===== src/rtl/jtag_player_pkg.sv =====
// rtl/jtag_player_pkg.sv - shared state type and program-byte field positions for the JTAG vector player
package jtag_player_pkg;

  typedef enum logic [2:0] {
    IDLE,
    FETCH,
    LOW,
    HIGH,
    WRITE,
    DONE
  } state_t;

  localparam int TMS_BIT  = 0;
  localparam int TDI_BIT  = 1;
  localparam int CAP_BIT  = 2;
  localparam int LAST_BIT = 7;

endpackage


===== src/rtl/tck_phase_timer.sv =====
// rtl/tck_phase_timer.sv - loadable down-counter timing one TCK phase and flagging the TDO sample index
module tck_phase_timer #(
  parameter int CNT_W = 32
) (
  input  logic             clk,
  input  logic             reset_n,
  input  logic             clr,
  input  logic             load,
  input  logic [CNT_W-1:0] load_val,
  input  logic [CNT_W-1:0] sample_val,
  output logic             phase_end,
  output logic             sample_hit
);

  logic [CNT_W-1:0] cnt;

  // Load W-1 on phase entry, then count down to 0 on the last cycle of the phase
  always_ff @(posedge clk or negedge reset_n) begin
    if (!reset_n) begin
      cnt <= '0;
    end else if (clr) begin
      cnt <= '0;
    end else if (load) begin
      cnt <= load_val;
    end else if (cnt != '0) begin
      cnt <= cnt - 1'b1;
    end
  end

  assign phase_end  = (cnt == '0);
  // Phase index i corresponds to cnt == W-1-i, so sample_val is precomputed as W-1-D
  assign sample_hit = (cnt == sample_val);

endmodule


===== src/rtl/jtag_vector_player.sv =====
// rtl/jtag_vector_player.sv - JTAG pin sequencer from vector RAM 1 with TDO capture to vector RAM 2; JTAG_PLAYER_TDO_SYNC_EN adds a TDO synchronizer
module jtag_vector_player
  import jtag_player_pkg::*;
#(
  parameter int ADDR_W = 12,
  parameter int RD_LAT = 2,
  parameter int CNT_W  = 32
) (
  input  logic              clk,
  input  logic              reset_n,
  input  logic              jtag_wr,
  input  logic              jtag_rst,
  input  logic [CNT_W-1:0]  tck_width,
  input  logic [CNT_W-1:0]  tdo_delay,
  output logic [ADDR_W-1:0] vector_1_addr,
  input  logic [7:0]        vector_1_rd_data,
  output logic              vector_1_we,
  output logic [7:0]        vector_1_wr_data,
  output logic [ADDR_W-1:0] vector_2_addr,
  output logic              vector_2_we,
  output logic [7:0]        vector_2_wr_data,
  output logic              jtag_tck,
  output logic              jtag_tms,
  output logic              jtag_tdi,
  input  logic              jtag_tdo,
  output logic              busy,
  output logic              done,
  output logic [ADDR_W:0]   step_count
);

  localparam int FW = (RD_LAT > 1) ? $clog2(RD_LAT) : 1;
  localparam logic [FW-1:0] FETCH_LAST = FW'(RD_LAT - 1);

  state_t            state, state_nx;
  logic [ADDR_W-1:0] addr;
  logic [ADDR_W:0]   steps;
  logic [FW-1:0]     fetch_cnt;
  logic [CNT_W-1:0]  w_m1, s_idx, w_m1_nx, d_nx;
  logic              cap_q, last_q, tms_q, tdi_q, tdo_smp, tdo_in;
  logic              fetch_last, phase_end, sample_hit, timer_load, start;
  logic              unused_bits;

  assign unused_bits = ^vector_1_rd_data[6:3];
  assign fetch_last  = (fetch_cnt == FETCH_LAST);

  // Start-time timing: W-1 floored at 0, D clamped so it always falls inside the high phase
  always_comb begin
    w_m1_nx = (tck_width == '0) ? '0 : tck_width - 1'b1;
    d_nx    = (tdo_delay > w_m1_nx) ? w_m1_nx : tdo_delay;
  end

  // Next state and phase strobes; abort overrides everything
  always_comb begin
    state_nx   = state;
    start      = 1'b0;
    timer_load = 1'b0;
    case (state)
      IDLE:  if (jtag_wr) begin state_nx = FETCH; start = 1'b1; end
      FETCH: if (fetch_last) begin state_nx = LOW; timer_load = 1'b1; end
      LOW:   if (phase_end) begin state_nx = HIGH; timer_load = 1'b1; end
      HIGH:  if (phase_end) state_nx = WRITE;
      WRITE: state_nx = (last_q || addr == '1) ? DONE : FETCH;
      DONE:  state_nx = IDLE;
      default: state_nx = IDLE;
    endcase
    if (jtag_rst) begin
      state_nx   = IDLE;
      start      = 1'b0;
      timer_load = 1'b0;
    end
  end

  // State register
  always_ff @(posedge clk or negedge reset_n) begin
    if (!reset_n) state <= IDLE;
    else          state <= state_nx;
  end

  tck_phase_timer #(.CNT_W(CNT_W)) u_timer (
    .clk        (clk),
    .reset_n    (reset_n),
    .clr        (jtag_rst),
    .load       (timer_load),
    .load_val   (w_m1),
    .sample_val (s_idx),
    .phase_end  (phase_end),
    .sample_hit (sample_hit)
  );

  // Run bookkeeping: step address, completed-step count, timing latched for the whole run
  always_ff @(posedge clk or negedge reset_n) begin
    if (!reset_n) begin
      addr  <= '0;
      steps <= '0;
      w_m1  <= '0;
      s_idx <= '0;
    end else if (jtag_rst) begin
      addr <= '0;
    end else if (start) begin
      addr  <= '0;
      steps <= '0;
      w_m1  <= w_m1_nx;
      s_idx <= w_m1_nx - d_nx;
    end else if (state == WRITE) begin
      steps <= steps + 1'b1;
      if (state_nx == FETCH) addr <= addr + 1'b1;
    end
  end

  // Fetch wait counter, program-byte flags and the TDO sample
  always_ff @(posedge clk or negedge reset_n) begin
    if (!reset_n) begin
      fetch_cnt <= '0;
      cap_q     <= 1'b0;
      last_q    <= 1'b0;
      tdo_smp   <= 1'b0;
    end else begin
      fetch_cnt <= (state == FETCH && !fetch_last) ? fetch_cnt + 1'b1 : '0;
      if (state == FETCH && fetch_last) begin
        cap_q  <= vector_1_rd_data[CAP_BIT];
        last_q <= vector_1_rd_data[LAST_BIT];
      end
      if (state == HIGH && sample_hit) tdo_smp <= tdo_in;
    end
  end

  // TMS/TDI move only on LOW entry and park high whenever the player is not running
  always_ff @(posedge clk or negedge reset_n) begin
    if (!reset_n) begin
      tms_q <= 1'b1;
      tdi_q <= 1'b1;
    end else if (state_nx == IDLE || state_nx == DONE) begin
      tms_q <= 1'b1;
      tdi_q <= 1'b1;
    end else if (state == FETCH && state_nx == LOW) begin
      tms_q <= vector_1_rd_data[TMS_BIT];
      tdi_q <= vector_1_rd_data[TDI_BIT];
    end
  end

`ifdef JTAG_PLAYER_TDO_SYNC_EN
  logic [1:0] tdo_sync;

  // Two-flop synchronizer for a TDO return path not timed to clk
  always_ff @(posedge clk or negedge reset_n) begin
    if (!reset_n) tdo_sync <= 2'b00;
    else          tdo_sync <= {tdo_sync[0], jtag_tdo};
  end

  assign tdo_in = tdo_sync[1];
`else
  assign tdo_in = jtag_tdo;
`endif

  // The byte register samples data addressed one cycle before FETCH, so the read
  // address sits at 0 in IDLE and already points at the next step during WRITE.
  assign vector_1_addr    = (state == IDLE)  ? '0 :
                            (state == WRITE) ? addr + 1'b1 : addr;
  assign vector_1_we      = 1'b0;
  assign vector_1_wr_data = 8'h00;
  assign vector_2_addr    = addr;
  assign vector_2_we      = (state == WRITE) && !jtag_rst;
  assign vector_2_wr_data = vector_2_we ? {6'b0, cap_q, tdo_smp} : 8'h00;
  assign jtag_tck         = (state == HIGH);
  assign jtag_tms         = tms_q;
  assign jtag_tdi         = tdi_q;
  assign busy             = (state != IDLE) && (state != DONE);
  assign done             = (state == DONE);
  assign step_count       = steps;

endmodule


===== config.mk =====
export PLATFORM = sky130hd
export DESIGN_NAME = jtag_vector_player
export DESIGN_NICKNAME = d
export VERILOG_FILES = /design/src/rtl/jtag_player_pkg.sv /design/src/rtl/tck_phase_timer.sv /design/src/rtl/jtag_vector_player.sv
export SDC_FILE = /design/constraint.sdc
export NUM_CORES = 1
export LEC_CHECK = 0
export CAP_MARGIN = 25
export CORE_MARGIN = 2
export CORE_UTILIZATION = 45
export CTS_CLUSTER_SIZE = 16
export DETAILED_ROUTE_END_ITERATION = 12
export DONT_BUFFER_PORTS = 1
export GPL_TIMING_DRIVEN = 0
export SKIP_LAST_GASP = 1
export SYNTH_ARGS = -nofsm -noshare
export SYNTH_HDL_FRONTEND = slang
export SYNTH_SLANG_ARGS = --single-unit

===== constraint.sdc =====
create_clock -name clk -period 2.8 [get_ports clk]
set_input_delay 0.28 -clock clk [delete_from_list [all_inputs] [get_ports clk]]
set_output_delay 0.28 -clock clk [all_outputs]
set_load 0.02 [all_outputs]

-- Yosys cells after proc, flatten, opt, wreduce, memory -nomap -nowiden
Cells that the tools add are included.
- register bits: 130
- input port bits: 77
- output and inout bits: 60
- logic and storage cells: 88
- add/subtract/negate cells: 6
- $lt $le $gt $ge: 1
- equality and inequality tests: 11
- muxes and demuxes: 33
- bitwise operators: 1
- reductions and logical operators: 24
- operator list (kind ; number):
    $mux 32 ; 5
    $mux 12 ; 6
    $logic_not 32->1 ; 2
    $sub 32x1->32 const B ; 2
    $eq 32x32->1 ; 1
    $gt 32x32->1 ; 1
    $reduce_bool 32->1 ; 1
    $sub 32x32->32 ; 1
    $mux 13 ; 2
    $mux 3 ; 6
    $pmux 3 s5 ; 1
    $add 13x1->13 const B ; 1
    $add 12x1->12 const B ; 1
    $eq 12x12->1 const B ; 1
    $reduce_bool 3->1 ; 4
    $mux 1 ; 11
    $eq 3x2->1 const B ; 3
    $eq 3x3->1 const B ; 3
    $eq 3x1->1 const B ; 2
    $logic_and 1x1->1 ; 6
    $logic_not 3->1 ; 2
    $reduce_and 2->1 ; 3
    $reduce_bool 2->1 ; 2
    $ne 3x3->1 const B ; 1
    other kinds (6) ; 8

-- Depth between registers and ports, before layout
- depth after elaboration: 10
- gate-level depth with buffers: 32
- depth with buffers taken out: 30

-- Hierarchy
A second synthesis with hierarchy kept.
- cells, all modules: 1224
- area total of the unflattened synthesis: 10097.2 um^2
- modules (own cells, without submodules) (module ; instances ; cells each ; area an instance (um^2) ; sequential area each (um^2)):
    jtag_vector_player ; 1 ; 963 ; 7687.4 ; 2454.9
    tck_phase_timer ; 1 ; 261 ; 2409.8 ; 800.8

-- Worst setup path after synthesis
Ideal clock, no wire load.
- path type: input port to flip-flop
- start: input tck_width[13]
- end: register s_idx[28]
- library setup time: 135 ps
- data arrival time: 6645 ps
- data required time: 2665 ps
- setup slack: -3980 ps
- stages: 30
- buffers on the path: 2
- cell sequence: or3_1 -> nor4_1 -> nor2b_1 -> and2_1 -> nor2b_1 -> nand3b_1 -> xnor2_1 -> nand2_1 -> ha_1 -> nand4_1 -> or2_2 -> o311a_1 -> a21oi_1 -> and2_1 -> clkbuf_1 -> buf_1 -> nand2_1 -> o21ai_0 -> ha_1 -> inv_1 -> fa_1 -> a21o_1 -> a21oi_1 -> o311ai_0 -> a41oi_1 -> o21ai_0 -> a221oi_1 -> o21ai_0 -> xnor2_1 -> o21ai_0
- cells in the longest elaborated chain, start to end: 5
- ends and longest elaborated chain (what ; RTL line ; text):
    start, declared ; jtag_vector_player.sv:13 ; input logic [CNT_W-1:0] tck_width,
    $sub 32x1->32 or $logic_not 32->1 (tied branches) ; jtag_vector_player.sv:48 ; w_m1_nx = (tck_width == '0) ? '0 : tck_width - 1'b1;
    $mux 32 * ; jtag_vector_player.sv:48 ;
    $gt 32x32->1 ; jtag_vector_player.sv:49 ; d_nx = (tdo_delay > w_m1_nx) ? w_m1_nx : tdo_delay;
    $mux 32 ; jtag_vector_player.sv:49 ;
    $sub 32x32->32 * ; jtag_vector_player.sv:103 ; s_idx <= w_m1_nx - d_nx;
    end signal, assigned ; jtag_vector_player.sv:103 ;
    end, declared ; jtag_vector_player.sv:38 ; logic [CNT_W-1:0] w_m1, s_idx, w_m1_nx, d_nx;
Mark *: on every way between the ends. The rest lies on a longest branch, timed or not.
A chain may end at the register's enable or synchronous reset.

-- Final worst setup path
- start: input tck_width[13]
- end: register s_idx[24]
Same word-level chain as after synthesis.

==> flow_summary.toml <==
[power_and_ir_drop]
p_sw_uw = 4073
intPower_uw = 6303
combPwrFrac_pct = 48.5
switching_share_pct = 39.25
p_seq_share_pct = 28.5
power_uw = 10380
peakVddDrop_uv = 528.3
p_leak_uw = 0.006065
power_density_nw_per_um2 = 775.8
clockPowerShare_pct = 23.0

[worst_setup_path]
cp-start-kind = "input port"
r2r_cells = 10
rr_endpoint = "u_timer.cnt[28]"
critPathRequiredTime_ns = 3.10
crit_family = "compound AO/OA/AOI/OAI gates"
worstSetupEndpointType = "register"
path_buf_inv = 5
crit_cells = 29
cpMaxStageDelayCell = "or3_4"
critical_path_peak_fanout = 5
arrival_ns = 5.97
ff2ff_setup_slack_ns = -0.03
max_stage_delay_ns = 0.39
setup.worst_path.class = "input port to register"
r2r_start = "u_timer.cnt[25]"

[synth]
netlist.area_leader.share_pct = 31.29
synth_xor_area_share_pct = 10.87
synthSimpleGateAreaFrac_pct = 21.35
ys_ff_latch = 130
synth_cell_type_count = 68
yosys_warnings = 0
async_flop_share_pct = 100.0
avgSynthCellArea_um2 = 8.323
synth-compound-area-share_pct = 17.51
ys.flop_type = "dfrtp_1"
synthAdderAreaFrac_pct = 8.629
synth_cells = 1230
synth_top_family_by_area = "simple AND/OR/NAND/NOR gates"
synth_area_um2 = 10240
synth_top_area_cell = "dfrtp_1"
synth-edff-count = 0
synthTopCellsByArea = "dfrtp_1 (31%), ha_1 (8.4%), xnor2_1 (6.2%), nand2_1 (6.1%), o21ai_0 (5.2%)"
netlist_top_cells_count = "nand2_1 (167), dfrtp_1 (128), o21ai_0 (107), nor2_1 (97), xnor2_1 (73)"
synth.most_common_cell = "nand2_1"
yosysSeqAreaShare_pct = 31.80
muxShareOfSynthArea_pct = 4.388

[timing]
skew_ns = 0.009663
fin_hold_ws_ns = -0.4415
drv_slew = 0
rsz0062_at_grt = "yes"
setup_viol = 33
max_slew_margin_pct = 56.99
worst_slack_ns = -2.876
clock.fmax_mhz = 176.2
min_period_ns = 5.676
worst_pin_slew_ns = 0.6384
final.period_utilization_pct = 202.7
final-hold-violation-count = 130

[layout]
nets = 1512
antenna_cells = 0
drive_gt1_share_pct = 26.49
area_delta_synth_final_pct = 30.64
fill_cells = 1950

[route]
post_drt_via_cell_ratio = 5.594
wl_per_cell_um = 18.01
drtIter0Drc = 516
drc = 0
drtPass1Iterations = 5
wl_um = 29960
ant_nets = 0
vias = 9303

[die]
rows = 55
die_area_um2 = 23970
die_w_um = 154.8
core_area_um2 = 22500
die_h_um = 154.8
ioPinCount = 137
initial_core_util_pct = 45.49

[global_route]
grt_pass1_vias = 9210
grt_start_max_net_pins = 131
grt_overflow = 0
track_usage_pct = 24.88
antenna_found_initial = 0
grt_pass1_wl_um = 47390

[clocking]
ctsRootBufferMaster = "clkbuf_16"
clk_pin_slew_worst_paths_ns = 0.06
cts_tree = "built"
htree_levels = 4
clk_path_buf_depth = 2
hold_buffers = 3
clkSinkCount = 130
clock_latency_ns = 0.43
cts_buffers = 17

[place]
dpl.hpwl_um = 21600
place.gp.congestion = 0.8835
io_buffer_count = 0

[flow_run]
max_cap_violations = 0

[outcome]
violations = "negative hold slack, negative setup slack"
run_status = "finished with violations"

[worst_hold_path]
hold_path_class = "input port to async pin"
power by group through the flow:
stage                     combinational, uW  sequential (uW)  clock, uW
after floorplan                        2920             2770          0
after global placement                 3610             2930          0
after detailed placement               3660             2940          0
after CTS                              4490             2930       2430
after global routing                   5430             3010       2510
final                                  5030             2960       2380
worst reg2reg max path, delay by kind of cell (launching register included):
family                 cells  cell delay [ns]
DFF                        1             0.44
AOI/OAI and AO/OA          2             0.43
buffers and inverters      2             0.33
and+or+nand+nor            6             1.53
metrics by stage:
| stage | area [um2] | instances | setup TNS [ns] | util (%) | setup slack, ns |
|---|---|---|---|---|---|
| floorplan | 10470 | 1244 | -74.55 | - | -2.857 |
| global placement | 10820 | 1529 | -112.55 | 48.10 | -3.861 |
| detailed placement | 10820 | 1529 | -115.70 | 48.10 | -3.964 |
| CTS | 12880 | 1640 | -78.36 | 57.25 | -2.856 |
| global route | 13370 | 1663 | -86.77 | 59.43 | -3.206 |
| finish | 13370 | 1663 | -76.97 | 59.43 | -2.876 |
sequential cells by signal, summed over array words and instances, names as in the netlist:
register       cells
cap_q              1
step_count        13
tdo_smp            1
vector_2_addr     12
jtag_tms           1
s_idx             32
last_q             1
state              3
jtag_tdi           1
w_m1              32
u_timer.cnt       32
fetch_cnt          1
layout by cell type (no fill, tap or decap), types with 10 or more instances in the layout:
cell and instances:
nor3_1 29, xnor2_1 63, o21ai_1 24, nor3_2 11, nor2_4 16, ha_1 60, nand4_1 21, conb_1 15
clkbuf_16 17, nor2_1 79, buf_6 16, nor4_1 11, a21o_1 34, a211oi_2 16, xor2_1 52, a21oi_1 37
inv_1 48, nand2_1 153, o21ai_0 70, dfrtp_1 121, a21oi_2 20, buf_4 97, nand2_2 12, o21ai_2 11
nand2b_1 10, clkbuf_1 30, nand3_1 22, mux2i_1 36
cells by family after synthesis:
kind of cell / Yosys count
compound gates: 278
xor+xnor: 127
fa+ha+maj: 70
buf+inv: 124
flops: 130
mux: 44
other cells: 1
simple gates: 456
worst max-delay path by stage:
stage / from / end / slack, ns
5_1_grt: tck_width[13] / s_idx[30] / -3.21
4_1_cts: tck_width[24] / s_idx[26] / -2.86
2_1_floorplan: tck_width[12] / s_idx[30] / -2.86
6_report: tck_width[13] / s_idx[24] / -2.88
3_3_place_gp: tck_width[24] / s_idx[24] / -3.86
3_5_place_dp: tck_width[24] / s_idx[27] / -3.96
what timing repair did:
| action | in CTS | in global routing |
|---|---|---|
| gates resized for setup | 177 | 95 |
| pin swaps | 77 | 67 |
| cloned | 4 | 0 |
| hold endpoints to repair | 133 | 130 |
| endpoints found under the setup margin | 85 | 91 |
| setup buffers | 74 | 34 |
final cells by class:
class / count / area (um2) / area share [%]
inverter: 50 / 187.7 / 1.403
timing repair buffer: 106 / 984.7 / 7.363
sequential: 130 / 3264 / 24.41
clock buffer: 17 / 425.4 / 3.181
clock inverter: 15 / 207.7 / 1.553
multi-input combinational: 990 / 7447 / 55.68
buffer: 70 / 500.5 / 3.742
tap: 285 / 356.6 / 2.666
per-layer routing:
metal  vias to the layer above  wire length, um  GRT usage, %
met5                         -                0             0
met4                         0              762         7.981
met3                        52             1248         4.623
met2                       241            14450         42.09
met1                      4433            13500         32.25
li1                       4577                -             -
No activity file was read; power rests on OpenSTA's default activity.
